<file path="src/rtl/ex_hazard_sequencer_if.sv">
// Hazard-unit bundle: register addresses and controls from the pipeline (master),
// plus the forwarding, stall, flush and event-counter outputs of the sequencer (slave).
interface ex_hazard_sequencer_if #(
    parameter int CNT_W = 16
);
    logic [4:0]       Rs1_D;
    logic [4:0]       Rs2_D;
    logic [4:0]       Rs1_E;
    logic [4:0]       Rs2_E;
    logic [4:0]       RD_E;
    logic [4:0]       RD_M;
    logic [4:0]       RD_W;
    logic             RegWriteM;
    logic             RegWriteW;
    logic             ResultSrcE;
    logic             PCSrcE;
    logic             MultiCycleE;
    logic             ClrCnt;
    logic [1:0]       ForwardA_E;
    logic [1:0]       ForwardB_E;
    logic             StallF;
    logic             StallD;
    logic             StallE;
    logic             FlushD;
    logic             FlushE;
    logic             MC_Done;
    logic [CNT_W-1:0] StallCount;
    logic [CNT_W-1:0] FlushCount;

    modport master (
        output Rs1_D, Rs2_D, Rs1_E, Rs2_E, RD_E, RD_M, RD_W,
        output RegWriteM, RegWriteW, ResultSrcE, PCSrcE, MultiCycleE, ClrCnt,
        input  ForwardA_E, ForwardB_E, StallF, StallD, StallE, FlushD, FlushE,
        input  MC_Done, StallCount, FlushCount
    );

    modport slave (
        input  Rs1_D, Rs2_D, Rs1_E, Rs2_E, RD_E, RD_M, RD_W,
        input  RegWriteM, RegWriteW, ResultSrcE, PCSrcE, MultiCycleE, ClrCnt,
        output ForwardA_E, ForwardB_E, StallF, StallD, StallE, FlushD, FlushE,
        output MC_Done, StallCount, FlushCount
    );
endinterface

</file>
<file path="src/rtl/ex_hazard_sequencer.sv">
// Execute-stage hazard controller: operand forwarding, load-use stalls, branch flushes,
// fixed-latency multi-cycle op sequencing and saturating stall/flush event counters.
module ex_hazard_sequencer #(
    parameter int MC_LATENCY = 4,
    parameter int CNT_W      = 16
) (
    input  logic                 clk,
    input  logic                 rst,
    ex_hazard_sequencer_if.slave hz
);
    typedef enum logic {ST_IDLE, ST_BUSY} state_t;

    localparam logic [7:0] LOAD_CNT = 8'(MC_LATENCY - 2);

    state_t           r_state;
    logic [7:0]       r_cnt;
    logic [CNT_W-1:0] r_stall_cnt;
    logic [CNT_W-1:0] r_flush_cnt;

    logic [4:0] w_rs_e  [2];
    logic [1:0] w_fwd   [2];
    logic       w_lw_stall;
    logic       w_mc_stall;
    logic       w_mc_done;
    logic       w_stall_f;

    assign w_rs_e[0] = hz.Rs1_E;
    assign w_rs_e[1] = hz.Rs2_E;

    // Memory stage wins over writeback; x0 never matches because rd must be nonzero.
    generate
        for (genvar gi = 0; gi < 2; gi++) begin : g_fwd
            always_comb begin
                w_fwd[gi] = 2'b00;
                if (hz.RegWriteM && (hz.RD_M != 5'd0) && (hz.RD_M == w_rs_e[gi])) begin
                    w_fwd[gi] = 2'b10;
                end else if (hz.RegWriteW && (hz.RD_W != 5'd0) && (hz.RD_W == w_rs_e[gi])) begin
                    w_fwd[gi] = 2'b01;
                end
            end
        end
    endgenerate

    assign w_lw_stall = hz.ResultSrcE && (hz.RD_E != 5'd0) &&
                        ((hz.RD_E == hz.Rs1_D) || (hz.RD_E == hz.Rs2_D));

    // The IDLE term is gated by reset so StallE falls the moment reset asserts.
    assign w_mc_stall = (r_state == ST_IDLE) ? (hz.MultiCycleE && rst) : (r_cnt != 8'd0);
    assign w_mc_done  = (r_state == ST_BUSY) && (r_cnt == 8'd0);
    assign w_stall_f  = w_lw_stall || w_mc_stall;

    always_ff @(posedge clk or negedge rst) begin
        if (!rst) begin
            r_state <= ST_IDLE;
            r_cnt   <= 8'd0;
        end else begin
            case (r_state)
                ST_IDLE: begin
                    if (hz.MultiCycleE) begin
                        r_state <= ST_BUSY;
                        r_cnt   <= LOAD_CNT;
                    end
                end
                ST_BUSY: begin
                    // MultiCycleE is ignored here so the held op cannot retrigger itself.
                    if (r_cnt == 8'd0) begin
                        r_state <= ST_IDLE;
                    end else begin
                        r_cnt <= r_cnt - 8'd1;
                    end
                end
                default: begin
                    r_state <= ST_IDLE;
                    r_cnt   <= 8'd0;
                end
            endcase
        end
    end

    always_ff @(posedge clk or negedge rst) begin
        if (!rst) begin
            r_stall_cnt <= '0;
            r_flush_cnt <= '0;
        end else if (hz.ClrCnt) begin
            r_stall_cnt <= '0;
            r_flush_cnt <= '0;
        end else begin
            if (w_stall_f && (r_stall_cnt != '1)) begin
                r_stall_cnt <= r_stall_cnt + CNT_W'(1);
            end
            if (hz.PCSrcE && (r_flush_cnt != '1)) begin
                r_flush_cnt <= r_flush_cnt + CNT_W'(1);
            end
        end
    end

    assign hz.ForwardA_E = w_fwd[0];
    assign hz.ForwardB_E = w_fwd[1];
    assign hz.StallF     = w_stall_f;
    assign hz.StallD     = w_stall_f;
    assign hz.StallE     = w_mc_stall;
    assign hz.FlushD     = hz.PCSrcE;
    assign hz.FlushE     = (w_lw_stall || hz.PCSrcE) && !w_mc_stall;
    assign hz.MC_Done    = w_mc_done;
    assign hz.StallCount = r_stall_cnt;
    assign hz.FlushCount = r_flush_cnt;
endmodule
</file>
<file path="src/flat_wrapper.sv">
// flat-port wrapper written by rule: the top's interface ports become plain ports
module ex_hazard_sequencer_flat 
#(
    parameter int MC_LATENCY = 4,
    parameter int CNT_W      = 16
)
  (clk, rst, hz_Rs1_D, hz_Rs2_D, hz_Rs1_E, hz_Rs2_E, hz_RD_E, hz_RD_M, hz_RD_W, hz_RegWriteM, hz_RegWriteW, hz_ResultSrcE, hz_PCSrcE, hz_MultiCycleE, hz_ClrCnt, hz_ForwardA_E, hz_ForwardB_E, hz_StallF, hz_StallD, hz_StallE, hz_FlushD, hz_FlushE, hz_MC_Done, hz_StallCount, hz_FlushCount);
  ex_hazard_sequencer_if #(.CNT_W(CNT_W)) hz_i ();
  input  logic clk;
  input  logic rst;
  input wire logic [$bits(hz_i.Rs1_D)-1:0] hz_Rs1_D;
  input wire logic [$bits(hz_i.Rs2_D)-1:0] hz_Rs2_D;
  input wire logic [$bits(hz_i.Rs1_E)-1:0] hz_Rs1_E;
  input wire logic [$bits(hz_i.Rs2_E)-1:0] hz_Rs2_E;
  input wire logic [$bits(hz_i.RD_E)-1:0] hz_RD_E;
  input wire logic [$bits(hz_i.RD_M)-1:0] hz_RD_M;
  input wire logic [$bits(hz_i.RD_W)-1:0] hz_RD_W;
  input wire logic [$bits(hz_i.RegWriteM)-1:0] hz_RegWriteM;
  input wire logic [$bits(hz_i.RegWriteW)-1:0] hz_RegWriteW;
  input wire logic [$bits(hz_i.ResultSrcE)-1:0] hz_ResultSrcE;
  input wire logic [$bits(hz_i.PCSrcE)-1:0] hz_PCSrcE;
  input wire logic [$bits(hz_i.MultiCycleE)-1:0] hz_MultiCycleE;
  input wire logic [$bits(hz_i.ClrCnt)-1:0] hz_ClrCnt;
  output wire logic [$bits(hz_i.ForwardA_E)-1:0] hz_ForwardA_E;
  output wire logic [$bits(hz_i.ForwardB_E)-1:0] hz_ForwardB_E;
  output wire logic [$bits(hz_i.StallF)-1:0] hz_StallF;
  output wire logic [$bits(hz_i.StallD)-1:0] hz_StallD;
  output wire logic [$bits(hz_i.StallE)-1:0] hz_StallE;
  output wire logic [$bits(hz_i.FlushD)-1:0] hz_FlushD;
  output wire logic [$bits(hz_i.FlushE)-1:0] hz_FlushE;
  output wire logic [$bits(hz_i.MC_Done)-1:0] hz_MC_Done;
  output wire logic [$bits(hz_i.StallCount)-1:0] hz_StallCount;
  output wire logic [$bits(hz_i.FlushCount)-1:0] hz_FlushCount;
  assign hz_i.Rs1_D = hz_Rs1_D;
  assign hz_i.Rs2_D = hz_Rs2_D;
  assign hz_i.Rs1_E = hz_Rs1_E;
  assign hz_i.Rs2_E = hz_Rs2_E;
  assign hz_i.RD_E = hz_RD_E;
  assign hz_i.RD_M = hz_RD_M;
  assign hz_i.RD_W = hz_RD_W;
  assign hz_i.RegWriteM = hz_RegWriteM;
  assign hz_i.RegWriteW = hz_RegWriteW;
  assign hz_i.ResultSrcE = hz_ResultSrcE;
  assign hz_i.PCSrcE = hz_PCSrcE;
  assign hz_i.MultiCycleE = hz_MultiCycleE;
  assign hz_i.ClrCnt = hz_ClrCnt;
  assign hz_ForwardA_E = hz_i.ForwardA_E;
  assign hz_ForwardB_E = hz_i.ForwardB_E;
  assign hz_StallF = hz_i.StallF;
  assign hz_StallD = hz_i.StallD;
  assign hz_StallE = hz_i.StallE;
  assign hz_FlushD = hz_i.FlushD;
  assign hz_FlushE = hz_i.FlushE;
  assign hz_MC_Done = hz_i.MC_Done;
  assign hz_StallCount = hz_i.StallCount;
  assign hz_FlushCount = hz_i.FlushCount;
  ex_hazard_sequencer #(.MC_LATENCY(MC_LATENCY), .CNT_W(CNT_W)) u_core (.clk(clk), .rst(rst), .hz(hz_i));
endmodule
</file>
<file path="config.mk">
export PLATFORM = sky130hd
export DESIGN_NAME = ex_hazard_sequencer_flat
export DESIGN_NICKNAME = d
export VERILOG_FILES = /design/src/rtl/ex_hazard_sequencer_if.sv /design/src/rtl/ex_hazard_sequencer.sv /design/src/flat_wrapper.sv
export SDC_FILE = /design/constraint.sdc
export NUM_CORES = 1
export LEC_CHECK = 0
export BUFFER_PORTS_ARGS = -buffer_cell sky130_fd_sc_hd__buf_2
export CAP_MARGIN = 0
export CORE_MARGIN = 2
export CORE_UTILIZATION = 26
export DETAILED_ROUTE_END_ITERATION = 8
export HOLD_SLACK_MARGIN = 0.03
export PLACE_DENSITY = 0.44
export SLEW_MARGIN = 20
export SYNTH_ARGS = -nofsm -noshare
export SYNTH_HDL_FRONTEND = slang
export SYNTH_SLANG_ARGS = --single-unit
</file>
<file path="constraint.sdc">
create_clock -name clk -period 2.8 [get_ports clk]
set_clock_uncertainty 0.1 [all_clocks]
set_input_delay 0 -clock clk [delete_from_list [all_inputs] [get_ports clk]]
set_output_delay 0 -clock clk [all_outputs]
set_load 0.01 [all_outputs]
</file>
### Yosys cells after proc, flatten, opt, wreduce, memory -nomap -nowiden

Index checks and enable logic that the tools add are counted.

* bits in registers: 41
* bits of input ports: 43
* logic and storage cells: 58

* muxes and demuxes: 15
* equal/unequal tests: 10
* bitwise operators: 1
* reduce and logical (&&, ||, !) cells: 25
* add/sub/neg operators: 3

Operators by type and width (number)
* $mux 16: 4
* $add 16x1->16 const B: 2
* $ne 16x16->1 const B: 2
* $eq 5x5->1: 6
* $mux 8: 2
* $pmux 8 s2: 1
* $reduce_bool 5->1: 3
* $logic_and 1x1->1: 13
* $logic_not 8->1: 1
* $reduce_bool 8->1: 1
* $sub 8x1->8 const B: 1
* $mux 1: 5
* $mux 2: 2
* $ne 2x2->1 const B: 2
* $reduce_bool 2->1: 2
* $logic_or 1x1->1: 3
* $pmux 1 s2: 1
* $reduce_and 2->1: 1
* $logic_not 1->1: 1
* $not 1->1: 1

### Longest topological paths before layout

* depth in word-level cells: 7
* depth in mapped cells: 9
* gate-level depth less buffers: 8

### Least setup slack after synthesis

Ideal clock, no wire load.

* kind: register to register
* from: register u_core.r_cnt[0]
* to: register u_core.r_stall_cnt[6] (netlist: u_core.hz.StallCount[6])
* data required time: 2.575 ns
* stages on the path, launching flop included: 9
* setup time: 0.125 ns
* path slack: 0.600 ns
* arrival time: 1.976 ns
* path through: dfrtp_1 > inv_1 > ha_1 > nor4b_2 > a21bo_1 > nand2_1 > a22oi_4 > nor4b_1 > mux2_2

* longest elaborated chain between the ends: 5

RTL lines
* from (decl): line ex_hazard_sequencer.sv:16 `logic [7:0] r_cnt;`
* from (signal assigned): line ex_hazard_sequencer.sv:69 `r_cnt <= r_cnt - 8'd1;`
* $reduce_bool 8->1: line ex_hazard_sequencer.sv:48 `assign w_mc_stall = (r_state == ST_IDLE) ? (hz.MultiCycleE && rst) : (r_cnt != 8'd0);`
* $mux 1: line ex_hazard_sequencer.sv:48
* named net hz_StallE: line flat_wrapper.sv:28 `output wire logic [$bits(hz_i.StallE)-1:0] hz_StallE;`
* $logic_or 1x1->1: line ex_hazard_sequencer.sv:50 `assign w_stall_f = w_lw_stall || w_mc_stall;`
* $logic_and 1x1->1: line ex_hazard_sequencer.sv:88 `if (w_stall_f && (r_stall_cnt != '1)) begin`
* $reduce_bool 2->1 (no line)
* to (signal assigned): line ex_hazard_sequencer.sv:89 `r_stall_cnt <= r_stall_cnt + CNT_W'(1);`
* to (decl): line ex_hazard_sequencer.sv:17 `logic [CNT_W-1:0] r_stall_cnt;`

The timed path passes the listed nets, and every way through them passes these cells.
A chain may end at the register's enable or synchronous reset.

### Worst setup path in the final report

* from: register u_core.r_cnt[0]
* to: register u_core.r_stall_cnt[15] (netlist: u_core.hz.StallCount[15])

* longest elaborated chain between the ends: 5

RTL lines (line)
* $reduce_bool 8->1: ex_hazard_sequencer.sv:48
* $mux 1: ex_hazard_sequencer.sv:48
* $logic_or 1x1->1: ex_hazard_sequencer.sv:50
* $logic_and 1x1->1: ex_hazard_sequencer.sv:88
* $reduce_bool 2->1 (no line)

No other way between the ends.

==> impl_metrics.sql <==
INSERT INTO impl_metrics (metric_group, metric, value, unit) VALUES
('status', 'run_status', 'completed', ''),
('die', 'fp.dieH', '103.4', 'um'),
('timing', 'timing.setup.tns', '0', 'ns'),
('cts', 'clock_tree.root_cell', 'sky130_fd_sc_hd__clkbuf_8', ''),
('final_layout', 'flow.area_growth_from_synthesis', '27.73', '%'),
('global_routing', 'global_route.usage.total', '12.96', '%'),
('synthesis', 'postSynth.topFlopCell', 'sky130_fd_sc_hd__dfrtp_1', ''),
('timing', 'relSlewSlack', '56.11', '%'),
('power_and_ir_drop', 'p_per_area', '518.7', 'nW/um2'),
('worst_setup_path', 'reg2reg_depth', '8', ''),
('global_routing', 'grt_overflow', '0', ''),
('global_routing', 'grt_met1_use', '17.64', '%'),
('die', 'initial_core_util', '26.51', '%'),
('place', 'numPortBuffers', '84', ''),
('die', 'fp.dieW', '103.4', 'um'),
('die', 'area_of_the_placeable_core', '9684', 'um2'),
('power_and_ir_drop', 'static-leakage-power', '1.528', 'nW'),
('worst_setup_path', 'required', '2.85', 'ns'),
('worst_setup_path', 'path_buf_inv', '1', ''),
('run', 'drv_cap', '0', ''),
('final_layout', 'fill_cells', '1055', ''),
('global_routing', 'global_route_wire_length_before_repair', '11080', 'um'),
('final_layout', 'fin_nets', '419', ''),
('cts', 'cts_max_path_buffers', '2', ''),
('min_path', 'hold_path_class', 'primary input to flip-flop', ''),
('global_routing', 'grt_most_used_layer', 'met2', ''),
('timing', 'grt_setup_unrepaired', 'no', ''),
('detailed_routing', 'ant_nets', '0', ''),
('power_and_ir_drop', 'ir_worst_vdd', '0.0001866', 'V'),
('detailed_routing', 'wl', '6781', 'um'),
('detailed_routing', 'route.detailed.drc', '0', ''),
('timing', 'finalSetupViolations', '0', ''),
('worst_setup_path', 'number_of_logic_stages_on_the_critical_path_including_buffering', '8', ''),
('synthesis', 'warnings_synthesis', '0', ''),
('timing', 'achievable-frequency', '0.3982', 'GHz'),
('timing', 'tightestPinTransition', '0.6583', 'ns'),
('cts', 'cts_resized', '0', ''),
('final_layout', 'diodes', '0', ''),
('worst_setup_path', 'regToRegEndpoint', 'u_core.hz.StallCount[15]$_DFFE_PN0P_', ''),
('die', 'row_count', '36', ''),
('final_layout', 'layout.cells.most_common', 'sky130_fd_sc_hd__buf_2', ''),
('timing', 'final_hold_viol_count', '0', ''),
('timing', 'final.min_clock_period', '2.511', 'ns'),
('worst_setup_path', 'critPathLaunch', 'u_core.r_cnt[0]$_DFFE_PN0P_', ''),
('final_layout', 'layout_common_cells', '84 x sky130_fd_sc_hd__buf_2, 41 x sky130_fd_sc_hd__dfrtp_1, 34 x sky130_fd_sc_hd__nor2_1, 26 x sky130_fd_sc_hd__xor2_1, 22 x sky130_fd_sc_hd__xnor2_1', ''),
('place', 'routabilityCongestion', '0.7091', ''),
('worst_setup_path', 'cp_top_family', 'compound AO/OA/AOI/OAI gates', ''),
('synthesis', 'syn_inst', '279', ''),
('die', 'die-area', '10690', 'um2'),
('cts', 'post-cts-setup-buffer-count', '0', ''),
('final_layout', 'final_layout_size_suffix_gt1_share', '29.03', '%'),
('power_and_ir_drop', 'power.switching', '0.5839', 'mW'),
('place', 'dp_hpwl', '4939', 'um'),
('global_routing', 'grt_pass1_vias', '2309', ''),
('die', 'num_io_pins', '85', ''),
('cts', 'ctsHtreeMaxLevel', '2', ''),
('power_and_ir_drop', 'swShare', '34.33', '%'),
('power_and_ir_drop', 'seqPwrFrac', '44.4', '%'),
('worst_setup_path', 'arrival', '2.56', 'ns'),
('global_routing', 'met3_usage', '2.151', '%'),
('global_routing', 'grt_max_degree', '42', ''),
('worst_setup_path', 'timing.critical_path.cells', 'inv_1 > ha_1 > nor4b_2 > a21bo_1 > nand2_1 > a22oi_2 > or4_1 > a21oi_1', ''),
('synthesis', 'synth.ff_latch_count', '41', ''),
('cts', 'cts_inserted_buffers', '5', ''),
('cts', 'path_clk_slew', '0.08', 'ns'),
('worst_setup_path', 'setup.worst_path.start_class', 'flip-flop', ''),
('synthesis', 'avgSynthCellArea', '9.202', 'um2'),
('cts', 'clock_latency_reported_for_the_late_side_of_the_worst_skew_pair', '0.29', 'ns'),
('power_and_ir_drop', 'comb_power_share', '32.1', '%'),
('synthesis', 'ys_types', '43', ''),
('detailed_routing', 'wire_length_per_cell_after_detailed_routing', '13.43', 'um');
state kept, by name, summed over array words and instances, names as in the netlist:
register              count
u_core.hz.StallCount     16
u_core.r_cnt              8
u_core.hz.FlushCount     16
u_core.r_state            1
routing by layer:
| layer | part of all wire [%] | vias up |
|---|---|---|
| li1 | - | 1173 |
| met1 | 48 | 1152 |
| met2 | 48 | 32 |
| met3 | 2.9 | 4 |
| met4 | 0.96 | 0 |
| met5 | 0 | - |
layout make-up:
type                       count  area (um2)  area share, %
multi-input combinational    222        1471          44.87
sequential                    41        1026          31.29
timing repair buffer          93       495.5          15.11
tap                          133       166.4          5.074
clock buffer                   7       86.33          2.633
inverter                       9       33.78          1.030
cell families (layout without fill, tap and decap cells):
family                   after synthesis  count (layout)  share of synthesized area, %
AND/OR/NAND/NOR                      119             119                         25.53
XOR/XNOR                              48              48                         16.37
AO/OA/AOI/OAI                         45              46                         10.77
flip-flops                            41              41                         39.96
buffers and inverters                 17             109                         3.216
multiplexers                           5               5                         2.193
adder cells (fa/ha/maj)                4               4                         1.949
how the worst min path moves through the flow:
stage,to,start,depth (start not counted),slack (ns)
floorplan,u_core.hz.FlushCount[0]$_DFFE_PN0P_,rst,0,-0.40
global placement,u_core.hz.StallCount[2]$_DFFE_PN0P_,rst,2,0.09
detailed placement,u_core.hz.StallCount[2]$_DFFE_PN0P_,rst,2,0.09
CTS,u_core.hz.StallCount[0]$_DFFE_PN0P_,hz_ClrCnt,2,0.14
global route,u_core.hz.FlushCount[0]$_DFFE_PN0P_,hz_ClrCnt,2,0.17
finish,u_core.hz.FlushCount[0]$_DFFE_PN0P_,hz_ClrCnt,2,0.13
worst register-to-register path: stages, from the launching register on:
cell and delay (ns):
sky130_fd_sc_hd__dfrtp_1 0.41, sky130_fd_sc_hd__inv_1 0.11, sky130_fd_sc_hd__ha_1 0.14, sky130_fd_sc_hd__nor4b_2 0.28, sky130_fd_sc_hd__a21bo_1 0.30, sky130_fd_sc_hd__nand2_1 0.23
sky130_fd_sc_hd__a22oi_2 0.55, sky130_fd_sc_hd__or4_1 0.20, sky130_fd_sc_hd__a21oi_1 0.06
power groups by stage:
stage          Combinational, mW  Clock, mW  Sequential (mW)
3_3_place_gp               0.531          0            0.767
4_1_cts                    0.541      0.424            0.757
5_1_grt                    0.625      0.445            0.772
2_1_floorplan              0.365          0            0.760
6_report                   0.545      0.401            0.755
3_5_place_dp               0.537          0            0.769
through the flow:
stage | hold slack, ns | std cells | util, % | instance area, um2 | setup WS (ns)
after global placement | 0.08757 | 494 | 32.53 | 3151 | 0.2991
after floorplan | -0.3956 | 279 | - | 2567 | 0.5997
after CTS | 0.1422 | 504 | 33.73 | 3267 | 0.2226
after global routing | 0.1709 | 505 | 33.86 | 3279 | 0.03189
final | 0.1270 | 505 | 33.86 | 3279 | 0.2890
after detailed placement | 0.09457 | 494 | 32.53 | 3151 | 0.2214
synthesized netlist by cell type (2+ instances only):
| master | n | area (um2) |
|---|---|---|
| sky130_fd_sc_hd__or3_1 | 9 | 56.30 |
| sky130_fd_sc_hd__or2_2 | 2 | 12.51 |
| sky130_fd_sc_hd__o31ai_1 | 6 | 45.04 |
| sky130_fd_sc_hd__dfrtp_1 | 41 | 1026 |
| sky130_fd_sc_hd__nand3_1 | 17 | 85.08 |
| sky130_fd_sc_hd__xnor2_1 | 22 | 192.7 |
| sky130_fd_sc_hd__inv_1 | 9 | 33.78 |
| sky130_fd_sc_hd__clkbuf_1 | 3 | 11.26 |
| sky130_fd_sc_hd__o21ai_0 | 14 | 70.07 |
| sky130_fd_sc_hd__xor2_1 | 26 | 227.7 |
| sky130_fd_sc_hd__a21oi_1 | 16 | 80.08 |
| sky130_fd_sc_hd__a31oi_1 | 2 | 12.51 |
| sky130_fd_sc_hd__buf_4 | 3 | 22.52 |
| sky130_fd_sc_hd__nor2b_1 | 4 | 25.02 |
| sky130_fd_sc_hd__and3_1 | 4 | 25.02 |
| sky130_fd_sc_hd__nor2_1 | 34 | 127.6 |
| sky130_fd_sc_hd__nand4_1 | 7 | 43.79 |
| sky130_fd_sc_hd__or4_1 | 10 | 75.07 |
| sky130_fd_sc_hd__mux2i_1 | 3 | 30.03 |
| sky130_fd_sc_hd__and4_1 | 3 | 26.28 |
| sky130_fd_sc_hd__nor4_1 | 4 | 25.02 |
| sky130_fd_sc_hd__ha_1 | 4 | 50.05 |
| sky130_fd_sc_hd__nor3_1 | 3 | 15.01 |
| sky130_fd_sc_hd__nand2_1 | 14 | 52.55 |
repair_timing:
action,CTS,global route
hold endpoints to repair,43,0
hold buffers,3,0
endpoints found under the setup margin,0,2
(Power assumes the default switching activity.)
